$ cat src/rtl/ili9341_pkg.sv
// Shared types and constants for the ILI9341 frame sequencer: FSM states,
// screen codes and the RGB565 solid-colour map.
package ili9341_pkg;

  typedef enum logic [2:0] {
    ST_IDLE,
    ST_FETCH,
    ST_WAIT,
    ST_PRESENT,
    ST_DONE
  } state_e;

  localparam int unsigned OUT_W = 240;
  localparam int unsigned OUT_H = 240;

  localparam int unsigned SCREEN_SPRITE = 0;
  localparam int unsigned SCREEN_LAST   = 13;

  localparam logic [15:0] COLOUR_CYAN    = 16'h07FF;
  localparam logic [15:0] COLOUR_RED     = 16'hF800;
  localparam logic [15:0] COLOUR_PURPLE  = 16'h780F;
  localparam logic [15:0] COLOUR_BLACK   = 16'h0000;
  localparam logic [15:0] COLOUR_DEFAULT = 16'h001F;

  // Screens 1..13 cycle through a four-entry map; anything else is the default.
  function automatic logic [15:0] screen_colour(input logic [31:0] sel);
    logic [31:0] idx;
    logic [15:0] c;
    idx = sel - 32'd1;
    c   = COLOUR_DEFAULT;
    if (sel != SCREEN_SPRITE && sel <= SCREEN_LAST) begin
      case (idx[1:0])
        2'd0:    c = COLOUR_CYAN;
        2'd1:    c = COLOUR_RED;
        2'd2:    c = COLOUR_PURPLE;
        default: c = COLOUR_BLACK;
      endcase
    end
    return c;
  endfunction

endpackage

$ cat src/rtl/ili9341_scale_counter.sv
// Raster position counters for a SCALE x nearest-neighbour upscale; produces
// the sprite ROM address of the current output pixel using adds only.
module ili9341_scale_counter #(
  parameter int SRC_W = 80,
  parameter int SRC_H = 80,
  parameter int SCALE = 3,
  parameter int AW    = $clog2(SRC_W * SRC_H)
) (
  input  logic          clk,
  input  logic          rst,
  input  logic          i_clr,
  input  logic          i_adv,
  output logic [AW-1:0] o_addr,
  output logic          o_last
);

  localparam int OUT_W = SRC_W * SCALE;
  localparam int OUT_H = SRC_H * SCALE;
  localparam int OXW   = $clog2(OUT_W);
  localparam int OYW   = $clog2(OUT_H);
  localparam int RW    = $clog2(SCALE);
  localparam int SXW   = $clog2(SRC_W);

  logic [OXW-1:0] r_out_x;
  logic [OYW-1:0] r_out_y;
  logic [RW-1:0]  r_rep_x;
  logic [RW-1:0]  r_rep_y;
  logic [SXW-1:0] r_src_x;
  logic [AW-1:0]  r_row_base;

  logic w_x_wrap, w_y_wrap, w_rx_wrap, w_ry_wrap;

  assign w_x_wrap  = (r_out_x == OXW'(OUT_W - 1));
  assign w_y_wrap  = (r_out_y == OYW'(OUT_H - 1));
  assign w_rx_wrap = (r_rep_x == RW'(SCALE - 1));
  assign w_ry_wrap = (r_rep_y == RW'(SCALE - 1));

  assign o_addr = r_row_base + AW'(r_src_x);
  assign o_last = w_x_wrap && w_y_wrap;

  always_ff @(posedge clk or negedge rst) begin
    if (!rst) begin
      r_out_x    <= '0;
      r_out_y    <= '0;
      r_rep_x    <= '0;
      r_rep_y    <= '0;
      r_src_x    <= '0;
      r_row_base <= '0;
    end else if (i_clr) begin
      r_out_x    <= '0;
      r_out_y    <= '0;
      r_rep_x    <= '0;
      r_rep_y    <= '0;
      r_src_x    <= '0;
      r_row_base <= '0;
    end else if (i_adv) begin
      if (w_x_wrap) begin
        r_out_x <= '0;
        r_rep_x <= '0;
        r_src_x <= '0;
        r_out_y <= w_y_wrap ? '0 : r_out_y + OYW'(1);
        // Every SCALE output rows the source row advances by one sprite line.
        if (w_ry_wrap) begin
          r_rep_y    <= '0;
          r_row_base <= w_y_wrap ? '0 : r_row_base + AW'(SRC_W);
        end else begin
          r_rep_y <= r_rep_y + RW'(1);
        end
      end else begin
        r_out_x <= r_out_x + OXW'(1);
        if (w_rx_wrap) begin
          r_rep_x <= '0;
          r_src_x <= r_src_x + SXW'(1);
        end else begin
          r_rep_x <= r_rep_x + RW'(1);
        end
      end
    end
  end

endmodule

$ cat src/rtl/ili9341_frame_sequencer.sv
// Produces one full upscaled-sprite or solid-colour frame per screen change,
// applying screen changes only at frame boundaries.
module ili9341_frame_sequencer
  import ili9341_pkg::*;
#(
  parameter int SRC_W      = 80,
  parameter int SRC_H      = 80,
  parameter int SCALE      = 3,
  parameter int PIXEL_SIZE = 16,
  parameter int SEL_W      = 4
) (
  input  logic                             clk,
  input  logic                             rst,
  input  logic [SEL_W-1:0]                 visua,
  input  logic                             pix_ready,
  output logic                             pix_valid,
  output logic [PIXEL_SIZE-1:0]            pix_data,
  output logic                             mem_rd_en,
  output logic [$clog2(SRC_W*SRC_H)-1:0]   mem_addr,
  input  logic [PIXEL_SIZE-1:0]            mem_rdata,
  output logic                             frame_start,
  output logic                             frame_done,
  output logic                             busy,
  output state_e                           o_dbg_state
);

  localparam int AW = $clog2(SRC_W * SRC_H);

  state_e                r_state, w_next;
  logic [SEL_W-1:0]      r_sel_q, r_active_sel;
  logic                  r_pending, r_frame_start, r_frame_done;
  logic [PIXEL_SIZE-1:0] r_pix_data;

  logic          w_latch, w_launch, w_adv, w_capture, w_last, w_sprite;
  logic [AW-1:0] w_addr;

  assign w_sprite = (r_active_sel == '0);

  ili9341_scale_counter #(
    .SRC_W (SRC_W),
    .SRC_H (SRC_H),
    .SCALE (SCALE),
    .AW    (AW)
  ) u_counter (
    .clk    (clk),
    .rst    (rst),
    .i_clr  (w_latch),
    .i_adv  (w_adv),
    .o_addr (w_addr),
    .o_last (w_last)
  );

  // Handshake: pix_valid/pix_data are held until a cycle with pix_valid &
  // pix_ready; only that cycle counts as a transfer and advances the raster.
  always_comb begin
    w_next    = r_state;
    w_latch   = 1'b0;
    w_launch  = 1'b0;
    w_adv     = 1'b0;
    w_capture = 1'b0;
    case (r_state)
      ST_IDLE, ST_DONE: begin
        // Latch the new screen first; the following cycle launches the frame.
        if (r_frame_start) begin
          w_launch = 1'b1;
          w_next   = w_sprite ? ST_FETCH : ST_PRESENT;
        end else if (r_pending) begin
          w_latch = 1'b1;
        end
      end
      ST_FETCH: w_next = ST_WAIT;
      ST_WAIT: begin
        w_capture = 1'b1;
        w_next    = ST_PRESENT;
      end
      ST_PRESENT: begin
        if (pix_ready) begin
          w_adv = 1'b1;
          if (w_last)        w_next = ST_DONE;
          else if (w_sprite) w_next = ST_FETCH;
        end
      end
      default: w_next = ST_IDLE;
    endcase
  end

  always_ff @(posedge clk or negedge rst) begin
    if (!rst) begin
      r_state       <= ST_IDLE;
      r_sel_q       <= '0;
      r_pending     <= 1'b1;
      r_active_sel  <= '0;
      r_pix_data    <= '0;
      r_frame_start <= 1'b0;
      r_frame_done  <= 1'b0;
    end else begin
      r_state       <= w_next;
      r_sel_q       <= visua;
      r_frame_start <= w_latch;
      if (w_latch)                r_pending <= 1'b0;
      else if (visua != r_sel_q)  r_pending <= 1'b1;
      if (w_latch) begin
        r_active_sel <= visua;
        r_frame_done <= 1'b0;
      end else if (w_adv && w_last) begin
        r_frame_done <= 1'b1;
      end
      if (w_capture)
        r_pix_data <= mem_rdata;
      else if (w_launch && !w_sprite)
        r_pix_data <= PIXEL_SIZE'(screen_colour(32'(r_active_sel)));
    end
  end

  assign pix_valid   = (r_state == ST_PRESENT);
  assign pix_data    = r_pix_data;
  assign mem_rd_en   = (r_state == ST_FETCH);
  assign mem_addr    = w_addr;
  assign frame_start = r_frame_start;
  assign frame_done  = r_frame_done;
  assign busy        = (r_state != ST_IDLE) && (r_state != ST_DONE);
  assign o_dbg_state = r_state;

endmodule
$ cat config.mk
export PLATFORM = sky130hd
export DESIGN_NAME = ili9341_frame_sequencer
export DESIGN_NICKNAME = d
export VERILOG_FILES = /design/src/rtl/ili9341_pkg.sv /design/src/rtl/ili9341_scale_counter.sv /design/src/rtl/ili9341_frame_sequencer.sv
export SDC_FILE = /design/constraint.sdc
export NUM_CORES = 1
export LEC_CHECK = 0
export CORE_UTILIZATION = 47
export CTS_CLUSTER_SIZE = 30
export DETAILED_ROUTE_END_ITERATION = 8
export PLACE_DENSITY = 0.68
export SLEW_MARGIN = 25
export SYNTH_ARGS = -nofsm -noshare
export SYNTH_HDL_FRONTEND = slang
export SYNTH_HIERARCHICAL = 1
export SYNTH_SLANG_ARGS = --single-unit
$ cat constraint.sdc
create_clock -name clk -period 3.3 [get_ports clk]
set_clock_uncertainty 0.15 [all_clocks]
set_input_delay 0.33 -clock clk [delete_from_list [all_inputs] [get_ports clk]]
set_output_delay 0.33 -clock clk [all_outputs]
set_load 0.03 [all_outputs]
==> results of run 1 <==
## per-stage QoR
step / instance area (sq um) / total power (W) / cells
2_1_floorplan: 3610 / 0.00119 / 381
3_3_place_gp: 4220 / 0.00131 / 518
3_5_place_dp: 4220 / 0.00132 / 518
4_1_cts: 4400 / 0.00192 / 535
5_1_grt: 4410 / 0.00201 / 535
6_report: 4410 / 0.00190 / 535
## timing repair
action / CTS / global route
hold endpoints to repair: 65 / 0
hold buffers: 1 / 0
endpoints found under the setup margin: 0 / 4
resized for setup: 0 / 1
## cell usage after synthesis (3+ instances only)
master	count	share of area, %
and3_1	5	0.87
and2_1	8	1.4
nor4b_1	3	0.73
buf_4	3	0.62
mux2i_1	3	0.83
nor3_1	11	1.5
nand2_1	27	2.8
nand4_1	5	0.87
dfrtp_1	65	45
buf_6	3	0.94
buf_2	10	1.4
or3_1	4	0.69
nor2_1	39	4.1
xnor2_1	8	1.9
nor4_1	4	0.69
a211oi_1	6	1.2
a2bb2oi_1	3	0.73
ha_1	13	4.5
inv_1	10	1.0
nand3b_1	4	0.83
a311o_1	5	1.4
clkbuf_1	8	0.83
xor2_1	17	4.1
nand3_1	22	3.0
a21oi_1	25	3.5
o21ai_0	22	3.0
## worst register-to-register path: cells and delay by family, from the launching register on
| family | cells | cell delay, ps |
|---|---|---|
| buf+inv | 1 | 290 |
| simple gates | 5 | 1430 |
| compound gates | 1 | 150 |
| flops | 1 | 510 |
## flip-flops by register name (all words and copies together), names as in the netlist
register	cells
u_counter/r_out_y	8
u_counter/r_out_x	8
o_dbg_state	3
r_pending	1
r_sel_q	4
frame_start	1
u_counter/r_src_x	7
r_active_sel	4
u_counter/r_rep_x	2
pix_data	16
u_counter/r_row_base	9
frame_done	1
u_counter/r_rep_y	2
## cell families (layout without fill, tap and decap cells)
group           Yosys count  after routing  share of synthesized area [%]
simple gates            155            155                           22.8
compound gates           80             80                           14.3
flops                    66             66                           45.8
xor+xnor                 25             25                           6.06
mux                       5              5                           1.45
fa+ha+maj                13             13                           4.50
buf+inv                  37             92                           5.16
## routing by layer
layer  share of wire (%)  track usage [%]
met3                 4.6             4.94
met4                 1.2             7.79
met2                  45             32.0
met5                   0                0
met1                  49             29.5
## report_power, final
part	leakage, nW	internal [W]	total, W	switching (W)
combinational	0.997	0.000155	0.000337	0.000182
sequential	0.818	0.000885	0.000970	0.0000849
clock	0.0851	0.000289	0.000597	0.000308
## layout make-up
class | count | area [sq um]
timing repair buffer | 66 | 641
clock buffer | 11 | 141
multi-input combinational | 278 | 1780
sequential | 66 | 1650
fill | 634 | 2920
tap | 99 | 124
inverter | 10 | 37.5
clock inverter | 5 | 30.0
## how the worst min path moves through the flow
stage / start / end / slack (ps) / cells after the start
3_3_place_gp: rst / pix_data[0] / 230 / 2
6_report: u_counter/r_out_y[1] / u_counter/r_out_y[1] / 370 / 2
5_1_grt: visua[0] / r_sel_q[0] / 360 / 1
3_5_place_dp: rst / pix_data[0] / 240 / 2
4_1_cts: visua[3] / r_sel_q[3] / 370 / 1
2_1_floorplan: rst / frame_done / -120 / 0
==> reports/metrics.yaml, run 1 <==
ys_ff_latch: 66
grt_pass1_vias: 2676
crit_end: "mem_addr[8]"
syn-num-nets: 417
worst_setup_path_end_kind: "primary output"
setup_slack_ps: 252
final_cell_mix: "dfrtp_1, clkdlybuf4s50_1, nor2_1"
finalCriticalPeriod_ps: 3050
setup_tns_ps: 0
grt_max_degree: 36
routed_wirelength_microns: 8060
max_stage_delay_ps: 690
finalSetupViolCount: 0
worstReg2RegEnd: "u_counter/r_src_x[0]"
whs_ps: 365
startpoint_type: "flip-flop"
ant_nets: 0
crit_slowest_cell: "clkdlybuf4s50_1"
cts.path.max_buffers: 2
critPathRequiredTime_ps: 2820
r2r_setup_slack_ps: 700
cts_tree: "built"
ir_worst_vdd_mv: 0.289
hold_class: "flip-flop to flip-flop"
dieWidth_microns: 89.7
clk_pin_slew_worst_paths_ps: 70
slew_violations: 0
grt_antenna_before_repair: 0
grt_overflow_total: 0
rows: 31
synth_area_sq_um: 3610
clk-insertion-delay-late_ps: 340
power.leakage_nw: 1.90
final_nets: 467
postCtsSetupRepairBufs: 0
rr_worst_depth: 7
syn_area_per_cell_sq_um: 9.48
gp_congestion: 0.758
initial_utilization_pct: 49.3
dieArea_sq_um: 8040
ioPinCount: 60
postLayoutCoreUtil_pct: 60.1
post_drt_wl_per_cell_microns: 15.1
dp_worst_setup_slack_ps: 485
slew_headroom_pct: 49.0
drc_errors: 0
status: "finished clean"
ys_seq_area_share_pct: 45.8
viasPerCell: 5.48
core_area_sq_um: 7330
dp_hpwl_microns: 5750
route.vias.total: 2932
path_cells: "ha_1, a21o_1, a21oi_2, nand2b_1, xnor2_1, clkdlybuf4s50_1"
rsz0062_at_grt: "false"
grt_pass1_wl_microns: 12900
final_common_cell: "dfrtp_1"
synth_edf_count: 0
worstSetupPathType: "flip-flop to primary output"
finalCritPeriodShare_pct: 92.4
tightest_slew_ps: 758
numClockSinks: 66
grtUsageTotal_pct: 21.1
crit_buf_inv: 1
firstDrtPassIters: 4
crit_start: "u_counter/r_src_x[5]"
powerDensity_nw_per_um2: 432
worst-path-stages: 6
synth_cell_types: 61
hold_viol_final: 0
numCtsBuffers: 9
synthCells: 381
clockRootBuffer: "clkbuf_8"
io_buffers: 59
diodes: 0
reg2reg_from: "o_dbg_state[1]"
max_cap_violations: 0
critPathMaxFanout: 6
synth-main-ff-cell: "dfrtp_1"
arrival_ps: 2570
max_freq_mhz: 328
drtIter0Drc: 139
yosysWarningCount: 6
area_growth_syn_to_layout_pct: 22.0
drive_gt1_share_pct: 8.49
h-tree-depth: 3
async_flop_share_pct: 100
crit_family: "buffers and inverters"
fp.dieH_microns: 89.7
No activity file was read; power rests on OpenSTA's default activity.
==> run 2, diff against run 1 <==
- ABC_CLOCK_PERIOD_IN_PS: not set -> 3300
- DONT_BUFFER_PORTS: not set -> 1
- GPL_TIMING_DRIVEN: not set -> 0
- PLACE_DENSITY: 0.68 -> 0.58
==> reports/metrics.yaml, run 2 (synthesized netlist as in run 1, its figures left out) <==
area_growth_syn_to_layout_pct: 12.2
dieWidth_microns: 89.7
drc_errors: 0
finalCritPeriodShare_pct: 90.2
ant_nets: 0
startpoint_type: "flip-flop"
initial_utilization_pct: 49.3
fin_cells: 504
final_common_cell: "dfrtp_1"
drive_gt1_share_pct: 11.1
whs_ps: 13.9
grt_max_degree: 67
status: "finished clean"
clk_pin_slew_worst_paths_ps: 60
worstSetupPathType: "flip-flop to primary output"
crit_buf_inv: 0
clk-insertion-delay-late_ps: 340
grtUsageTotal_pct: 21.6
grt_antenna_before_repair: 0
fp.dieH_microns: 89.7
max_freq_mhz: 336
finalCriticalPeriod_ps: 2980
gp_congestion: 0.791
dieArea_sq_um: 8040
post_drt_wl_per_cell_microns: 15.7
final_cell_mix: "dfrtp_1, nor2_1, nand2_1"
max_stage_delay_ps: 570
diodes: 0
path_cells: "ha_1, a21o_1, a21oi_1, nor3_1, xnor2_1"
fill_cells: 673
critPathMaxFanout: 6
slew_headroom_pct: 38.7
grt_pass1_wl_microns: 13300
arrival_ps: 2500
numCtsBuffers: 9
power.leakage_nw: 1.79
grt_overflow_total: 0
numClockSinks: 66
postCtsSetupRepairBufs: 0
rsz0062_at_grt: "false"
setup_tns_ps: 0
h-tree-depth: 3
dp_hpwl_microns: 5460
powerDensity_nw_per_um2: 486
final_nets: 437
largest_reg_flops: 16
max_cap_violations: 0
core_area_sq_um: 7330
viasPerCell: 5.65
hold_class: "input pin to flip-flop"
place_area_sq_um: 3740
crit_family: "compound AO/OA/AOI/OAI gates"
worst_setup_path_end_kind: "primary output"
finalSetupViolCount: 0
io_buffers: 0
fin_area_sq_um: 4050
cts_tree: "built"
route.vias.total: 2848
tightest_slew_ps: 913
grt_pass1_vias: 2672
ioPinCount: 60
dp_cells: 480
clockRootBuffer: "clkbuf_8"
firstDrtPassIters: 5
cts.path.max_buffers: 2
crit_slowest_cell: "xnor2_1"
drtIter0Drc: 114
slew_violations: 0
hold_viol_final: 0
routed_wirelength_microns: 7920
critPathRequiredTime_ps: 2820
ir_worst_vdd_mv: 0.334
rows: 31
[run 2: changes by cell type in the layout (fill, tap and decap cells not counted), moves of 2 or more]
cell             delta
buf_6               +3
clkbuf_1           +10
buf_4               -3
buf_1               +2
bufinv_16           +2
dlygate4sd3_1       +7
clkinvlp_4          -2
clkinv_2            -2
clkdlybuf4s50_1    -58
buf_2               +9
[run 2: worst paths after layout]
kind / to / cells past startpoint / startpoint / slack, ps
max in group asynchronous: r_pending / 2 / rst / 2300
worst min register to register: u_counter/r_out_y[1] / 2 / u_counter/r_out_y[1] / 350
worst max-delay path: mem_addr[12] / 5 / u_counter/r_src_x[5] / 320
worst max register to register: u_counter/r_out_x[1] / 8 / o_dbg_state[1] / 380
min in group asynchronous: o_dbg_state[0] / 2 / rst / 380
worst min-delay path: pix_data[8] / 2 / mem_rdata[8] / 10
[run 2: timing repair]
action,in CTS,in global routing
hold buffers,9,0
endpoints found under the setup margin,0,10
resized for setup,0,1
endpoints found under the hold margin,77,0
[run 2: stage by stage]
| stage | utilization (%) | worst slack (ps) | total power (W) |
|---|---|---|---|
| after floorplan | - | 720 | 0.00119 |
| after CTS | 55.2 | 166 | 0.00199 |
| after global routing | 55.3 | 126 | 0.00207 |
| after detailed placement | 51.0 | 177 | 0.00124 |
| final | 55.3 | 323 | 0.00197 |
| after global placement | 51.0 | 247 | 0.00123 |
[run 2: where the power goes]
part	total [W]	internal (W)	switching (W)
Combinational	0.000271	0.000115	0.000155
Clock	0.000715	0.000421	0.000294
Sequential	0.000985	0.000885	0.0000996
[run 2: layer usage]
metal	vias up	share of wire, %	global-route usage, %
met5	-	0	0
met4	0	1.4	7.94
met3	9	4.1	3.11
met2	58	43	32.6
met1	1387	51	31.6
li1	1394	-	-
[run 2: layout make-up]
| type | count | area [sq um] | area share (%) |
|---|---|---|---|
| plain buffers | 27 | 149 | 3.67 |
| clock buffers | 12 | 135 | 3.33 |
| clock inverters | 3 | 65.1 | 1.60 |
| inverters | 10 | 37.5 | 0.926 |
| multi-input cells | 278 | 1780 | 44.0 |
| flip-flops and latches | 66 | 1650 | 40.8 |
| well taps | 99 | 124 | 3.06 |
| repair buffers | 9 | 108 | 2.65 |
==> run 3, diff against run 2 <==
--- a/config.mk
+++ b/config.mk
@@ -16,4 +16,3 @@
 export SYNTH_ARGS = -nofsm -noshare
 export SYNTH_HDL_FRONTEND = slang
-export SYNTH_HIERARCHICAL = 1
 export SYNTH_SLANG_ARGS = --single-unit
--- a/constraint.sdc
+++ b/constraint.sdc
@@ -3,3 +3,3 @@
 set_input_delay 0.33 -clock clk [delete_from_list [all_inputs] [get_ports clk]]
 set_output_delay 0.33 -clock clk [all_outputs]
-set_load 0.03 [all_outputs]
+set_load 0.02 [all_outputs]
==> reports/metrics.yaml, run 3 <==
worst_setup_path_end_kind: "primary output"
diodes: 0
max_freq_mhz: 372
clk-insertion-delay-late_ps: 330
syn-num-nets: 417
fp.dieH_microns: 90.0
area_growth_syn_to_layout_pct: 14.1
async_flop_share_pct: 100
ir_worst_vdd_mv: 0.286
slew_violations: 0
synth_top_area_share_pct: 44.7
dieArea_sq_um: 8090
ys_seq_area_share_pct: 45.4
grtUsageTotal_pct: 21.6
powerDensity_nw_per_um2: 504
dp_hpwl_microns: 5740
cts.path.max_buffers: 2
setup_tns_ps: 0
grt_pass1_vias: 2725
critPathRequiredTime_ps: 2820
grt_max_degree: 67
numClockSinks: 66
io_buffers: 0
tightest_slew_ps: 765
crit_slowest_cell: "xnor2_1"
final_nets: 449
grt_pass1_wl_microns: 13900
synth_edf_count: 0
arrival_ps: 2210
post_drt_wl_per_cell_microns: 15.9
route.vias.total: 2974
setup_slack_ps: 611
critPathMaxFanout: 4
drive_gt1_share_pct: 8.98
postCtsSetupRepairBufs: 0
hold_class: "input pin to flip-flop"
synthCells: 386
numCtsBuffers: 9
drc_errors: 0
yosysWarningCount: 0
finalSetupViolCount: 0
clockRootBuffer: "clkbuf_8"
drtIter0Drc: 154
grt_antenna_before_repair: 0
cts_tree: "built"
syn_area_per_cell_sq_um: 9.42
viasPerCell: 5.70
synth_top_area_cell: "dfrtp_1"
final_cell_mix: "dfrtp_1, nand2_1, o21ai_0"
initial_utilization_pct: 49.4
dieWidth_microns: 90.0
ioPinCount: 60
synth_commonest_cells: "dfrtp_1, nand2_1, o21ai_0"
grt_overflow_total: 0
ys_ff_latch: 66
max_cap_violations: 0
power.leakage_nw: 1.78
gp_congestion: 0.781
worstSetupPathType: "flip-flop to primary output"
synth_area_sq_um: 3640
seq_area_sq_um: 1650
multi_input_area_sq_um: 1810
ant_nets: 0
synth_cell_types: 58
core_area_sq_um: 7370
max_stage_delay_ps: 430
dp_worst_setup_slack_ps: 835
firstDrtPassIters: 4
routed_wirelength_microns: 8290
rsz0062_at_grt: "false"
final_common_cell: "dfrtp_1"
path_cells: "ha_1, nor3_1, a211oi_1, nand4_1, xnor2_1"
fill_cells: 699
startpoint_type: "flip-flop"
postLayoutCoreUtil_pct: 56.3
hold_viol_final: 0
finalCriticalPeriod_ps: 2690
largest_reg_flops: 16
clk_pin_slew_worst_paths_ps: 70
status: "finished clean"
synthTopCellsByArea: "dfrtp_1, nand2_1, o21ai_0, a21oi_1, ha_1"
h-tree-depth: 3
synth-main-ff-cell: "dfrtp_1"
rows: 31
slew_headroom_pct: 48.9
yosysMostFrequentCell: "dfrtp_1"
finalCritPeriodShare_pct: 81.5
[run 3: cells by family (layout without fill, tap and decap cells)]
group | Yosys count | in the layout | share of synthesized area (%)
xor gates and xnor gates | 19 | 19 | 4.58
buffers and inverters | 32 | 69 | 4.85
and+or+nand+nor | 151 | 151 | 21.2
DFF | 66 | 66 | 45.4
AOI/OAI and AO/OA | 102 | 102 | 19.1
other | 1 | 1 | 0.103
muxes | 7 | 7 | 2.00
adders and majority gates | 8 | 8 | 2.75
[run 3: path summary, 6_finish.rpt]
check	start	end	slack, ps	depth (start not counted)
hold reg to reg	u_counter.r_out_y[3]	u_counter.r_out_y[3]	360	1
max in group asynchronous	rst	r_pending	2300	2
setup reg to reg	o_dbg_state[2]	u_counter.r_out_x[3]	860	8
hold / removal	mem_rdata[14]	pix_data[14]	10	2
min in group asynchronous	rst	u_counter.r_row_base[9]	380	2
setup / recovery	u_counter.r_row_base[5]	mem_addr[10]	610	5
[run 3: timing repair]
action,4_1_cts,5_1_grt
endpoints found under the hold margin,89,0
resized for setup,0,0
hold buffers,21,0
[run 3: area by class of cell]
class	count	share of cell area, %
multi-input cells	288	43.6
plain buffers	24	3.22
clock buffers	11	3.16
flip-flops and latches	66	39.8
repair buffers	21	5.49
inverters	8	1.02
well taps	99	2.98
clock inverters	5	0.753
[run 3: critical path, delay by kind of cell (launching register included)]
kind	cells	cell delay (ps)
XOR/XNOR	1	430
adder cells (fa/ha/maj)	1	380
AO/OA/AOI/OAI	1	410
AND/OR/NAND/NOR	2	240
flip-flops	1	420
[run 3: stage by stage]
stage          power, W  cells  area [sq um]  hold slack (ps)
2_1_floorplan   0.00141    386          3640             -116
3_3_place_gp    0.00148    485          3760             -114
3_5_place_dp    0.00149    485          3760             -114
4_1_cts         0.00212    522          4150             2.90
5_1_grt         0.00221    522          4150             37.5
6_report        0.00209    522          4150             11.1
[run 3: power by group]
| part | total, W | internal [W] | switching (W) |
|---|---|---|---|
| combinational | 0.000340 | 0.000150 | 0.000190 |
| sequential | 0.00117 | 0.000947 | 0.000226 |
| clock | 0.000579 | 0.000270 | 0.000309 |
| total | 0.00209 | 0.00137 | 0.000725 |
[run 3: metal layers]
layer	up-vias	routed length [microns]	global-route usage, %
li1	1457	-	-
met1	1452	4000	31.7
met2	61	3860	32.1
met3	4	360	4.74
met4	0	63	6.18
met5	-	0	0
